$ cat src/rtl/mem_request_master.sv
// mem_request_master: buffers host commands in a small FIFO and replays them
// as one-cycle read/write strobes to a memory controller, returning read data.
module mem_request_master #(
    parameter int ADDR_W     = 10,
    parameter int DATA_W     = 32,
    parameter int FIFO_DEPTH = 4,
    parameter int CNT_W      = 16
) (
    input  logic              clk,
    input  logic              rst,
    input  logic              cmd_valid,
    output logic              cmd_ready,
    input  logic              cmd_write,
    input  logic [ADDR_W-1:0] cmd_addr,
    input  logic [DATA_W-1:0] cmd_wdata,
    output logic              rsp_valid,
    output logic [ADDR_W-1:0] rsp_addr,
    output logic [DATA_W-1:0] rsp_data,
    output logic              busy,
    output logic [CNT_W-1:0]  rd_count,
    output logic [CNT_W-1:0]  wr_count,
    output logic [ADDR_W-1:0] mem_address,
    output logic [DATA_W-1:0] mem_val,
    output logic              mem_read,
    output logic              mem_write,
    input  logic [DATA_W-1:0] mem_value
);

    localparam int PTR_W = (FIFO_DEPTH > 1) ? $clog2(FIFO_DEPTH) : 1;
    localparam logic [PTR_W:0] FULL_CNT = (PTR_W+1)'(FIFO_DEPTH);

    typedef enum logic [1:0] {
        S_IDLE,
        S_ISSUE,
        S_CAPTURE
    } state_t;

    state_t r_state;
    state_t w_next;

    logic [ADDR_W-1:0]     r_q_addr [FIFO_DEPTH];
    logic [DATA_W-1:0]     r_q_data [FIFO_DEPTH];
    logic [FIFO_DEPTH-1:0] r_q_write;
    logic [PTR_W:0]        r_wptr;
    logic [PTR_W:0]        r_rptr;

    logic [PTR_W:0]   w_count;
    logic [PTR_W-1:0] w_widx;
    logic [PTR_W-1:0] w_ridx;
    logic             w_empty;
    logic             w_full;
    logic             w_push;
    logic             w_pop;

    logic [ADDR_W-1:0] r_mem_address;
    logic [DATA_W-1:0] r_mem_val;
    logic              r_mem_read;
    logic              r_mem_write;
    logic              r_rsp_valid;
    logic [ADDR_W-1:0] r_rsp_addr;
    logic [DATA_W-1:0] r_rsp_data;
    logic [CNT_W-1:0]  r_rd_count;
    logic [CNT_W-1:0]  r_wr_count;

    // Pointers carry one extra bit so full and empty are distinguishable.
    assign w_count = r_wptr - r_rptr;
    assign w_widx  = r_wptr[PTR_W-1:0];
    assign w_ridx  = r_rptr[PTR_W-1:0];
    assign w_empty = (w_count == '0);
    assign w_full  = (w_count == FULL_CNT);
    assign w_push  = cmd_valid && !w_full;
    assign w_pop   = (r_state == S_IDLE) && !w_empty;

    always_ff @(posedge clk) begin
        if (w_push) begin
            r_q_addr[w_widx]  <= cmd_addr;
            r_q_data[w_widx]  <= cmd_wdata;
            r_q_write[w_widx] <= cmd_write;
        end
    end

    always_ff @(posedge clk or posedge rst) begin
        if (rst) begin
            r_wptr <= '0;
            r_rptr <= '0;
        end else begin
            if (w_push) r_wptr <= r_wptr + 1'b1;
            if (w_pop)  r_rptr <= r_rptr + 1'b1;
        end
    end

    always_ff @(posedge clk or posedge rst) begin
        if (rst) r_state <= S_IDLE;
        else     r_state <= w_next;
    end

    always_comb begin
        w_next = r_state;
        unique case (r_state)
            S_IDLE:    if (!w_empty) w_next = S_ISSUE;
            S_ISSUE:   w_next = r_mem_write ? S_IDLE : S_CAPTURE;
            S_CAPTURE: w_next = S_IDLE;
            default:   w_next = S_IDLE;
        endcase
    end

    always_ff @(posedge clk or posedge rst) begin
        if (rst) begin
            r_mem_address <= '0;
            r_mem_val     <= '0;
            r_mem_read    <= 1'b0;
            r_mem_write   <= 1'b0;
            r_rsp_valid   <= 1'b0;
            r_rsp_addr    <= '0;
            r_rsp_data    <= '0;
            r_rd_count    <= '0;
            r_wr_count    <= '0;
        end else begin
            r_rsp_valid <= 1'b0;
            if (w_pop) begin
                r_mem_address <= r_q_addr[w_ridx];
                r_mem_val     <= r_q_write[w_ridx] ? r_q_data[w_ridx] : '0;
                r_mem_write   <= r_q_write[w_ridx];
                r_mem_read    <= !r_q_write[w_ridx];
            end else begin
                r_mem_write <= 1'b0;
                r_mem_read  <= 1'b0;
            end
            if (r_state == S_ISSUE && r_mem_write) begin
                r_wr_count <= r_wr_count + 1'b1;
            end
            // Controller value is registered off the read strobe; valid now.
            if (r_state == S_CAPTURE) begin
                r_rsp_valid <= 1'b1;
                r_rsp_addr  <= r_mem_address;
                r_rsp_data  <= mem_value;
                r_rd_count  <= r_rd_count + 1'b1;
            end
        end
    end

    assign cmd_ready   = !w_full;
    assign busy        = (r_state != S_IDLE) || !w_empty;
    assign mem_address = r_mem_address;
    assign mem_val     = r_mem_val;
    assign mem_read    = r_mem_read;
    assign mem_write   = r_mem_write;
    assign rsp_valid   = r_rsp_valid;
    assign rsp_addr    = r_rsp_addr;
    assign rsp_data    = r_rsp_data;
    assign rd_count    = r_rd_count;
    assign wr_count    = r_wr_count;

endmodule
$ cat config.mk
export PLATFORM = sky130hd
export DESIGN_NAME = mem_request_master
export DESIGN_NICKNAME = d
export VERILOG_FILES = /design/src/rtl/mem_request_master.sv
export SDC_FILE = /design/constraint.sdc
export NUM_CORES = 1
export LEC_CHECK = 0
export CAP_MARGIN = 20
export CORE_MARGIN = 1
export CORE_UTILIZATION = 41
export DETAILED_ROUTE_END_ITERATION = 10
export HOLD_SLACK_MARGIN = 0.05
export SYNTH_ARGS = -nofsm -noshare
export SYNTH_HDL_FRONTEND = slang
export SYNTH_SLANG_ARGS = --single-unit
export TNS_END_PERCENT = 100
$ cat constraint.sdc
create_clock -name clk -period 5.2 [get_ports clk]
set_input_delay 0.78 -clock clk [delete_from_list [all_inputs] [get_ports clk]]
set_output_delay 0.78 -clock clk [all_outputs]
set_load 0.01 [all_outputs]
==> flow_metrics.env <==
export IMPL_power_density_nw_per_um2=594
export IMPL_yosysMostFrequentCell="edfxtp_1"
export IMPL_fin_crit_ps=3750
export IMPL_endpoint_kind="output port"
export IMPL_root_buffer="clkbuf_16"
export IMPL_fin_crit_sh_pct=72.2
export IMPL_die_h_um=170
export IMPL_chipWidth_um=170
export IMPL_finClkSkew_ps=11.1
export IMPL_via_per_inst=4.92
export IMPL_insertion_delay_ps=540
export IMPL_drt_first_pass_iters=4
export IMPL_grt_pass1_wl_um=36300
export IMPL_initial_core_util_pct=42.2
export IMPL_synthTopCellsByArea="edfxtp_1, dfrtp_1, mux2_2, mux4_2, xnor2_1"
export IMPL_maxCapViolations=0
export IMPL_wl_per_cell_um=18.9
export IMPL_yosysUniqueCellTypes=34
export IMPL_maxSlewViolCount=0
export IMPL_ys_flop_type="edfxtp_1"
export IMPL_portBuffers=198
export IMPL_drive_gt1_share_pct=22.4
export IMPL_diodes=0
export IMPL_final_util_pct=54.7
export IMPL_nets=910
export IMPL_htree_levels=1
export IMPL_grt_overflow_total=0
export IMPL_ys_async_sr_fraction_pct=42.5
export IMPL_drc=0
export IMPL_syn_cell_area_um2=11500
export IMPL_synth_common_cells="edfxtp_1, dfrtp_1, mux2_2, mux4_2"
export IMPL_num_rows=60
export IMPL_min_path_type="reg -> reg"
export IMPL_max_vdd_ir_drop_mv=0.340
export IMPL_crit_arrival_ps=2970
export IMPL_antenna_found_initial=0
export IMPL_register_area_um2=8350
export IMPL_rsz0062_at_grt="false"
export IMPL_avgSynthCellArea_um2=18.9
export IMPL_routed_wl_um=23000
export IMPL_hpwl_um=14800
export IMPL_ys_ff_latch=299
export IMPL_cts_tree="built"
export IMPL_worstPathRequired_ps=4420
export IMPL_synth_nets=695
export IMPL_cts_buffer_depth=3
export IMPL_io_pins=199
export IMPL_synth_area_leader_cell="edfxtp_1"
export IMPL_finalHoldViolations=0
export IMPL_fillers=2149
export IMPL_die_area_um2=28700
export IMPL_crit_type="reg -> out"
export IMPL_synth_top_area_share_pct=44.9
export IMPL_post_cts_buffers=0
export IMPL_gp_congestion=0.782
export IMPL_ys_seq_area_share_pct=72.5
export IMPL_clock_sinks=299
export IMPL_areaGrowthSynthToFinish_pct=29.5
export IMPL_synth_edf_count=172
export IMPL_grt_max_degree=102
export IMPL_finalSetupViolations=0
export IMPL_synthCells=608
export IMPL_cp_max_fo=47
export IMPL_grt_pass1_vias=6505
export IMPL_max_freq_mhz=267
export IMPL_hold_depth=1
export IMPL_drtAntennaViolNets=0
export IMPL_timing_setup_tns_ps=0
export IMPL_cts_resized=0
export IMPL_ys_warn_count=0
export IMPL_numCtsBuffers=30
export IMPL_status="completed"
export IMPL_multi_input_comb_area_um2=3010
export IMPL_clk_pin_slew_ps=60
export IMPL_slew_limit_headroom_pct=36.5
export IMPL_drt_iter0_drc=298
export IMPL_r2r_cells=7
export IMPL_core_area_um2=27300
export IMPL_critical_path_startpoint_type="register"
export IMPL_worst_pin_slew_ps=953
export IMPL_hold_buffers=0
export IMPL_grt_util_all_layers_pct=16.3
export IMPL_leakagePower_nw=5.57
export IMPL_vias=6001
-- area by class of cell --
| class | count | area share, % |
|---|---|---|
| timing repair buffer | 207 | 14.0 |
| clock inverter | 15 | 0.823 |
| multi-input combinational | 277 | 20.2 |
| tap | 372 | 3.12 |
| sequential | 299 | 56.0 |
| clock buffer | 41 | 5.59 |
| inverter | 8 | 0.235 |
-- worst paths after layout --
kind | start | end | slack (ps)
worst max-delay path | r_rptr[1] | busy | 1450
worst min-delay path | wr_count[15] | wr_count[15] | 480
worst max register to register | r_rptr[1] | mem_val[1] | 1930
worst min register to register | wr_count[15] | wr_count[15] | 480
max in group asynchronous | rst | mem_address[2] | 3410
min in group asynchronous | rst | rsp_data[19] | 850
-- cell usage in the layout (no fill, tap or decap), types with 3 or more instances in the layout --
cell type,Yosys,routed
clkinv_1,0,5
nor2_1,10,10
buf_12,0,3
nor2b_1,24,23
nand3_1,13,13
and3_1,6,6
and2b_1,11,11
clkinv_2,0,7
dfrtp_1,127,125
mux4_2,42,42
nand2_1,12,12
inv_1,8,7
mux2_1,4,4
xor2_1,11,11
mux2_2,85,85
nor4_1,3,3
buf_4,4,6
ha_1,9,9
clkdlybuf4s50_1,0,198
clkbuf_16,0,31
nand4_1,5,5
edfxtp_1,172,172
xnor2_1,24,24
clkbuf_1,6,8
and2_2,0,3
-- state kept, by name (all words and copies together), names as in the netlist --
register     cells
r_q_addr        40
r_q_data       128
rsp_valid        1
mem_address     10
r_state          2
mem_read         1
r_q_write        4
mem_write        1
rsp_addr        10
rsp_data        32
mem_val         32
r_wptr           3
rd_count        16
r_rptr           3
wr_count        16
-- critical path, stage by stage, from the launching register on --
cell,delay (ps)
dfrtp_2,330
buf_4,560
inv_1,130
ha_1,210
nor2b_1,200
xnor2_2,240
nor2_1,100
nand2_1,90
clkdlybuf4s50_1,560
-- layer usage --
layer / part of all wire (%) / vias to the layer above / track usage, % / wire length (µm)
li1: - / 2732 / - / -
met1: 45 / 3038 / 22.4 / 10300
met2: 47 / 203 / 27.1 / 10900
met3: 6.4 / 28 / 3.31 / 1470
met4: 1.3 / 0 / 3.45 / 299
met5: 0 / - / 0 / 0
-- metrics by stage --
stage / power (mW) / hold WS, ps / std cells / setup WS, ps / instance area, µm²
floorplan: 5.59 / 462 / 608 / 835 / 11500
global placement: 6.80 / 466 / 1160 / 1750 / 13900
detailed placement: 6.92 / 476 / 1163 / 1930 / 13900
CTS: 9.01 / 484 / 1219 / 1370 / 14900
global route: 9.38 / 501 / 1219 / 1240 / 14900
finish: 8.86 / 475 / 1219 / 1450 / 14900
-- cells by family (layout without fill, tap and decap cells) --
logic type | after synthesis | in the layout | share of synthesized area, %
muxes | 133 | 133 | 17.1
and+or+nand+nor | 95 | 95 | 4.76
AOI/OAI and AO/OA | 4 | 4 | 0.250
buffers and inverters | 32 | 271 | 1.62
xor gates and xnor gates | 36 | 36 | 2.80
DFF | 299 | 299 | 72.5
adders and majority gates | 9 | 9 | 0.978
-- power by group --
group	leakage, nW	internal [mW]	total, mW	switching (mW)
sequential	3.17	3.28	3.59	0.316
combinational	1.92	1.77	3.21	1.45
clock	0.473	1.21	2.06	0.842
Power figures use the tool's default switching activity.
